[config.mk]
export PLATFORM = sky130hd
export DESIGN_NAME = branch_target_predictor_flat
export DESIGN_NICKNAME = d
export VERILOG_FILES = /design/src/rtl/branch_target_predictor_if.sv /design/src/rtl/branch_target_predictor.sv /design/src/flat_wrapper.sv
export SDC_FILE = /design/constraint.sdc
export NUM_CORES = 2
export LEC_CHECK = 0
export ABC_AREA = 1
export BUFFER_PORTS_ARGS = -buffer_cell sky130_fd_sc_hd__buf_2
export CORE_MARGIN = 4
export CORE_UTILIZATION = 56
export DETAILED_ROUTE_END_ITERATION = 8
export HOLD_SLACK_MARGIN = 0.03
export PLACE_DENSITY = 0.73
export SETUP_SLACK_MARGIN = 0.1
export SLEW_MARGIN = 20
export SYNTH_ARGS = -nofsm -noshare
export SYNTH_HDL_FRONTEND = slang
export SYNTH_SLANG_ARGS = --single-unit
[constraint.sdc]
create_clock -name Clock -period 5.08 [get_ports Clock]
set_clock_uncertainty 0.2 [all_clocks]
set_input_delay 1.016 -clock Clock [delete_from_list [all_inputs] [get_ports Clock]]
set_output_delay 1.016 -clock Clock [all_outputs]
set_load 0.005 [all_outputs]
[src/rtl/branch_target_predictor_if.sv]
// rtl/branch_target_predictor_if.sv - lookup, update and statistics bundle for the branch target predictor
interface branch_target_predictor_if;
    logic [31:0] LookupPCF;
    logic        HitF;
    logic        PredTakenF;
    logic [31:0] PredTargetF;
    logic        UpdateValidD;
    logic [31:0] UpdatePCD;
    logic        UpdateTakenD;
    logic [31:0] UpdateTargetD;
    logic        UpdatePredD;
    logic        FlushTable;
    logic        MispredictD;
    logic [31:0] UpdateCount;
    logic [31:0] MispredCount;

    modport master (
        output LookupPCF, UpdateValidD, UpdatePCD, UpdateTakenD, UpdateTargetD,
               UpdatePredD, FlushTable,
        input  HitF, PredTakenF, PredTargetF, MispredictD, UpdateCount, MispredCount
    );

    modport slave (
        input  LookupPCF, UpdateValidD, UpdatePCD, UpdateTakenD, UpdateTargetD,
               UpdatePredD, FlushTable,
        output HitF, PredTakenF, PredTargetF, MispredictD, UpdateCount, MispredCount
    );
endinterface

[src/rtl/branch_target_predictor.sv]
// rtl/branch_target_predictor.sv - direct-mapped tagged BTB with saturating direction counters
module branch_target_predictor #(
    parameter int ENTRIES = 64,
    parameter int TAG_W   = 8,
    parameter int CTR_W   = 2
) (
    input  logic                       Clock,
    input  logic                       Reset,
    branch_target_predictor_if.slave   bp
);
    localparam int IDX_W = $clog2(ENTRIES);
    localparam logic [CTR_W-1:0] CTR_WEAK_T  = CTR_W'(1) << (CTR_W - 1);
    localparam logic [CTR_W-1:0] CTR_WEAK_NT = CTR_WEAK_T - CTR_W'(1);
    localparam logic [CTR_W-1:0] CTR_MAX     = '1;

    logic             valid_q  [ENTRIES];
    logic [TAG_W-1:0] tag_q    [ENTRIES];
    logic [31:0]      target_q [ENTRIES];
    logic [CTR_W-1:0] ctr_q    [ENTRIES];

    logic [31:0] upd_cnt_q;
    logic [31:0] mis_cnt_q;

    logic [IDX_W-1:0] lk_idx;
    logic [IDX_W-1:0] up_idx;
    logic [TAG_W-1:0] lk_tag;
    logic [TAG_W-1:0] up_tag;
    logic             lk_hit;
    logic             lk_taken;
    logic             up_hit;
    logic             mispredict;

    assign lk_idx = bp.LookupPCF[IDX_W+1:2];
    assign lk_tag = bp.LookupPCF[IDX_W+TAG_W+1:IDX_W+2];
    assign up_idx = bp.UpdatePCD[IDX_W+1:2];
    assign up_tag = bp.UpdatePCD[IDX_W+TAG_W+1:IDX_W+2];

    // Lookup reads registered state only, so a same-cycle update is not forwarded.
    assign lk_hit   = valid_q[lk_idx] && (tag_q[lk_idx] == lk_tag);
    assign lk_taken = lk_hit && ctr_q[lk_idx][CTR_W-1];
    assign up_hit   = valid_q[up_idx] && (tag_q[up_idx] == up_tag);

    assign mispredict = bp.UpdateValidD && (bp.UpdatePredD != bp.UpdateTakenD);

    assign bp.HitF         = lk_hit;
    assign bp.PredTakenF   = lk_taken;
    assign bp.PredTargetF  = lk_taken ? target_q[lk_idx] : bp.LookupPCF + 32'd4;
    assign bp.MispredictD  = mispredict;
    assign bp.UpdateCount  = upd_cnt_q;
    assign bp.MispredCount = mis_cnt_q;

    logic unused_pc_bits;
    assign unused_pc_bits = ^{bp.LookupPCF[1:0], bp.LookupPCF[31:IDX_W+TAG_W+2],
                              bp.UpdatePCD[1:0], bp.UpdatePCD[31:IDX_W+TAG_W+2]};

    always_ff @(posedge Clock) begin
        if (Reset) begin
            for (int i = 0; i < ENTRIES; i++) begin
                valid_q[i]  <= 1'b0;
                tag_q[i]    <= '0;
                target_q[i] <= '0;
                ctr_q[i]    <= CTR_WEAK_NT;
            end
        end else if (bp.FlushTable) begin
            for (int i = 0; i < ENTRIES; i++) begin
                valid_q[i] <= 1'b0;
            end
        end else if (bp.UpdateValidD) begin
            if (up_hit) begin
                if (bp.UpdateTakenD) begin
                    if (ctr_q[up_idx] != CTR_MAX) begin
                        ctr_q[up_idx] <= ctr_q[up_idx] + CTR_W'(1);
                    end
                    target_q[up_idx] <= bp.UpdateTargetD;
                end else if (ctr_q[up_idx] != '0) begin
                    ctr_q[up_idx] <= ctr_q[up_idx] - CTR_W'(1);
                end
            end else if (bp.UpdateTakenD) begin
                // Taken miss evicts whatever aliases to this index.
                valid_q[up_idx]  <= 1'b1;
                tag_q[up_idx]    <= up_tag;
                target_q[up_idx] <= bp.UpdateTargetD;
                ctr_q[up_idx]    <= CTR_WEAK_T;
            end
        end
    end

    // Statistics keep counting through a flush; only reset clears them.
    always_ff @(posedge Clock) begin
        if (Reset) begin
            upd_cnt_q <= '0;
            mis_cnt_q <= '0;
        end else begin
            if (bp.UpdateValidD && (upd_cnt_q != 32'hFFFF_FFFF)) begin
                upd_cnt_q <= upd_cnt_q + 32'd1;
            end
            if (mispredict && (mis_cnt_q != 32'hFFFF_FFFF)) begin
                mis_cnt_q <= mis_cnt_q + 32'd1;
            end
        end
    end
endmodule
[src/flat_wrapper.sv]
// flat-port wrapper written by rule: the top's interface ports become plain ports
module branch_target_predictor_flat 
#(
    parameter int ENTRIES = 64,
    parameter int TAG_W   = 8,
    parameter int CTR_W   = 2
)
  (Clock, Reset, bp_LookupPCF, bp_UpdateValidD, bp_UpdatePCD, bp_UpdateTakenD, bp_UpdateTargetD, bp_UpdatePredD, bp_FlushTable, bp_HitF, bp_PredTakenF, bp_PredTargetF, bp_MispredictD, bp_UpdateCount, bp_MispredCount);
  branch_target_predictor_if bp_i ();
  input  logic Clock;
  input  logic Reset;
  input wire logic [$bits(bp_i.LookupPCF)-1:0] bp_LookupPCF;
  input wire logic [$bits(bp_i.UpdateValidD)-1:0] bp_UpdateValidD;
  input wire logic [$bits(bp_i.UpdatePCD)-1:0] bp_UpdatePCD;
  input wire logic [$bits(bp_i.UpdateTakenD)-1:0] bp_UpdateTakenD;
  input wire logic [$bits(bp_i.UpdateTargetD)-1:0] bp_UpdateTargetD;
  input wire logic [$bits(bp_i.UpdatePredD)-1:0] bp_UpdatePredD;
  input wire logic [$bits(bp_i.FlushTable)-1:0] bp_FlushTable;
  output wire logic [$bits(bp_i.HitF)-1:0] bp_HitF;
  output wire logic [$bits(bp_i.PredTakenF)-1:0] bp_PredTakenF;
  output wire logic [$bits(bp_i.PredTargetF)-1:0] bp_PredTargetF;
  output wire logic [$bits(bp_i.MispredictD)-1:0] bp_MispredictD;
  output wire logic [$bits(bp_i.UpdateCount)-1:0] bp_UpdateCount;
  output wire logic [$bits(bp_i.MispredCount)-1:0] bp_MispredCount;
  assign bp_i.LookupPCF = bp_LookupPCF;
  assign bp_i.UpdateValidD = bp_UpdateValidD;
  assign bp_i.UpdatePCD = bp_UpdatePCD;
  assign bp_i.UpdateTakenD = bp_UpdateTakenD;
  assign bp_i.UpdateTargetD = bp_UpdateTargetD;
  assign bp_i.UpdatePredD = bp_UpdatePredD;
  assign bp_i.FlushTable = bp_FlushTable;
  assign bp_HitF = bp_i.HitF;
  assign bp_PredTakenF = bp_i.PredTakenF;
  assign bp_PredTargetF = bp_i.PredTargetF;
  assign bp_MispredictD = bp_i.MispredictD;
  assign bp_UpdateCount = bp_i.UpdateCount;
  assign bp_MispredCount = bp_i.MispredCount;
  branch_target_predictor #(.ENTRIES(ENTRIES), .TAG_W(TAG_W), .CTR_W(CTR_W)) u_core (.Clock(Clock), .Reset(Reset), .bp(bp_i));
endmodule
==> flow_summary_export.csv <==
group,metric,value,unit
outcome,outcome,"finished, violations left",
outcome,violations,"negative setup slack",
global_route,grt_pass1_wl,690,mm
global_route,grt_start_max_net_pins,171,
logic_synthesis,muxShareOfSynthArea,0,
die,rows,178,
worst_hold_path,hold_depth,2,
power_and_ir_drop,power,53.9,mW
detailed_routing,drtAntennaViolNets,0,
critical_path,r2r_start,"u_core.tag_q[48][1]",
clock_tree,cts_made_buffers,310,
global_route,grt_overflow,0,
critical_path,crit_path_end_kind,"output port",
sta,rsz0062_at_grt,"yes",
logic_synthesis,synth.avg_cell_area,9.42,sq um
critical_path,cp_max_fo,82,
sta,fin_ws,-0.170,ns
place,port_buffers,182,
critical_path,r2r_setup_slack,1.10,ns
logic_synthesis,synth_compound_area_frac,0.115,
power_and_ir_drop,power_density,351,nW/um^2
sta,finalMaxSlewViolations,0,
place,place.detailed.hpwl,297,mm
sta,hold_viol_final,0,
critical_path,worst-r2r-cell-count,15,
sta,whs,0.260,ns
power_and_ir_drop,power_switching,13.5,mW
layout,drive_above_1_share,0.134,
detailed_routing,num_vias,113000,
sta,fin_crit_sh,1.03,
logic_synthesis,synth_cell_types,51,
logic_synthesis,synth_top_family_by_area,"simple AND/OR/NAND/NOR gates",
logic_synthesis,synth_fa_ha_area_frac,0.000282,
layout,fin_cells,17800,
layout,syn2layout_area_growth,15.3,%
sta,max_slew.worst_pin.slew,1.20,ns
logic_synthesis,yosysWarnings,0,
worst_hold_path,holdPathEnd,"u_core.valid_q[30]",
logic_synthesis,netlist_area,133000,sq um
power_and_ir_drop,p_int,40.4,mW
logic_synthesis,synthArstFlopShare,0,
critical_path,r2r_end,"u_core.tag_q[3][6]",
job,drv_cap,0,
clock_tree,clk_pin_slew_worst_paths,0.06,ns
layout,nets,14500,
sta,max_freq,0.190,GHz
worst_hold_path,hold_class,"register to register",
logic_synthesis,postSynthCellCount,14200,
sta,slew_headroom,0.201,
detailed_routing,drt-vias-per-instance,6.34,
critical_path,cp-start-kind,"primary input",
clock_tree,clk_latency,0.97,ns
worst_hold_path,min_from,"u_core.valid_q[30]",
sta,setup_violations,32,
detailed_routing,drc,0,
die,dieWidth,496,microns
logic_synthesis,synthXorXnorAreaFrac,0.00282,
place,dp.cells,17200,
die,coreArea,236000,sq um
clock_tree,ctsHtreeMaxLevel,5,
clock_tree,clock-sinks,2816,
logic_synthesis,yosysSeqAreaShare,0.625,
clock_tree,clock-root-buffer,"clkbuf_16",
power_and_ir_drop,p_clk_frac,0.399,
logic_synthesis,syn_nets,14300,
power_and_ir_drop,p_comb_frac,0.105,
global_route,antenna_found_initial,15,
detailed_routing,wl_per_cell,27.0,microns
clock_tree,clk_path_buf_depth,4,
logic_synthesis,yosys.area_share.simple,0.200,
layout,postLayoutCellArea,154000,sq um
place,placed_area,143000,sq um
die,initial_core_util,0.565,
power_and_ir_drop,p_leak,59.4,nW
power_and_ir_drop,seqPwrFrac,0.496,
critical_path,arrival,4.03,ns
sta,fin_crit,5.25,ns
critical_path,criticalPathCategory,"primary input to output port",
logic_synthesis,synth_edf_count,2688,
detailed_routing,drt-total-wl,479,mm
global_route,grt_use_total,0.378,
sta,fin_setup_tns,-2.70,ns
power_and_ir_drop,peakVddDrop,307,uV
logic_synthesis,ys_ff_latch,2816,
die,die_y,496,microns
global_route,grt_pass1_vias,107000,
detailed_routing,drt_iter0_drc,18500,
clock_tree,cts_hold_buf,0,
die,dieArea,246000,sq um
critical_path,critPathRequiredTime,3.86,ns
logic_synthesis,ys.flop_type,"edfxtp_1",
detailed_routing,drt_pass1_iterations,7,
die,ios,201,
clock_tree,cts_tree,"done",
power_and_ir_drop,swShare,0.250,
place,gp_congestion,0.977,
[cells in the final DEF (no fill, tap or decap), drive strengths merged, types with 2 or more instances in the layout]
cell type | synthesis | layout
diode | 0 | 10
nand3b | 2 | 2
a221oi | 2 | 2
xnor2 | 11 | 11
clkbuf | 929 | 397
bufinv | 0 | 20
o311ai | 4 | 4
o21ai | 1591 | 1591
a32o | 13 | 13
nor2 | 3861 | 3861
o211ai | 118 | 118
a211oi | 8 | 8
o21a | 6 | 6
nor3 | 41 | 41
buf | 292 | 1124
xor2 | 32 | 32
a31oi | 14 | 14
dfxtp | 128 | 128
ha | 3 | 3
o221ai | 197 | 197
bufbuf | 0 | 6
a21oi | 470 | 470
clkinv | 4 | 120
or2 | 19 | 19
inv | 640 | 645
edfxtp | 2688 | 2688
clkinvlp | 0 | 4
nor4 | 7 | 7
nand3 | 643 | 643
o22ai | 330 | 330
nand2 | 2048 | 2048
nand4 | 43 | 43
a22oi | 3 | 3
nor3b | 5 | 5
[per-stage QoR]
| step | utilization | setup WS, ns |
|---|---|---|
| 2_1_floorplan | - | 0.853 |
| 3_3_place_gp | 0.604 | -0.500 |
| 3_5_place_dp | 0.604 | -0.404 |
| 4_1_cts | 0.647 | -0.0762 |
| 5_1_grt | 0.651 | -0.232 |
| 6_report | 0.651 | -0.170 |
[flip-flops by register name, summed over array words and instances, names as in the netlist]
signal	count
u_core.target_q	2048
u_core.tag_q	512
u_core.ctr_q	128
u_core.valid_q	64
u_core.bp.MispredCount	32
u_core.bp.UpdateCount	32
[worst max-delay path, cell delays in order]
cell     delay [ns]
buf_2          0.21
inv_6          0.06
nor2_4         0.20
buf_4          0.34
buf_12         0.35
buf_12         0.44
nand2_1        0.25
nand3_1        0.14
nand3_1        0.19
buf_4          0.28
nand3_1        0.08
nand3_1        0.08
nand2_1        0.08
buf_2          0.12
[worst max path at each step]
stage                         start            endpoint  slack, ns  cells after the start
finish              bp_LookupPCF[5]  bp_PredTargetF[17]      -0.17                     14
CTS                 bp_LookupPCF[2]  bp_PredTargetF[29]      -0.08                     23
global route        bp_LookupPCF[2]  bp_PredTargetF[18]      -0.23                     24
detailed placement  bp_LookupPCF[2]   bp_PredTargetF[2]      -0.40                     23
global placement    bp_LookupPCF[2]   bp_PredTargetF[2]      -0.50                     22
floorplan           bp_LookupPCF[3]  bp_PredTargetF[31]       0.85                     16
[layer usage]
layer,GRT usage,vias up,wire (microns)
met2,0.571,8603,213000
li1,-,48700,-
met4,0.234,8,33700
met5,0,-,46
met3,0.101,1430,67000
met1,0.489,53900,165000
[timing repair]
action,CTS,global route
resized for setup,101,187
cloned,11,15
endpoints found under the hold margin,0,0
buffers inserted,8,10
pin swaps,22,67
endpoints found under the setup margin,34,34
[synth_stat cells (23+ instances only)]
cell | number | area [sq um]
xor2_1 | 32 | 280
clkbuf_1 | 929 | 3490
nand2_2 | 41 | 257
edfxtp_1 | 2688 | 80700
buf_1 | 51 | 191
o21ai_1 | 56 | 280
inv_2 | 99 | 372
nor2_1 | 3853 | 14500
dfxtp_1 | 128 | 2560
nand3_1 | 582 | 2910
o22ai_1 | 330 | 2060
nand3_2 | 61 | 611
nand2_4 | 23 | 259
inv_1 | 539 | 2020
buf_2 | 190 | 951
a21oi_1 | 470 | 2350
o21ai_0 | 1535 | 7680
nand4_1 | 43 | 269
o211ai_1 | 118 | 886
nor3_1 | 41 | 205
nand2_1 | 1984 | 7450
o221ai_1 | 197 | 1730
buf_4 | 33 | 248
[power by group through the flow]
stage | combinational (mW) | sequential, mW | clock, mW
after global routing | 5.89 | 26.8 | 22.5
after detailed placement | 5.24 | 27.2 | 0
final | 5.64 | 26.8 | 21.5
after floorplan | 2.83 | 27.1 | 0
after CTS | 5.36 | 26.7 | 21.5
after global placement | 5.16 | 27.2 | 0
[cell families (layout without fill, tap and decap cells)]
| kind of cell | Yosys count | in the layout |
|---|---|---|
| AO/OA/AOI/OAI | 2757 | 2757 |
| XOR/XNOR | 43 | 43 |
| adder cells (fa/ha/maj) | 3 | 3 |
| buffers and inverters | 1865 | 2316 |
| flip-flops | 2816 | 2816 |
| other | 0 | 10 |
| AND/OR/NAND/NOR | 6671 | 6671 |
[layout make-up]
type,count,area (sq um)
sequential,2816,83300
antenna,10,25.0
tap,3150,3940
clock inverter,142,1200
inverter,644,2500
clock buffer,385,8180
timing repair buffer,1142,11400
timing repair inverter,3,36.3
fill,18200,82300
multi-input combinational,9474,43200
Note: power is estimated with default switching activity, not from simulation.
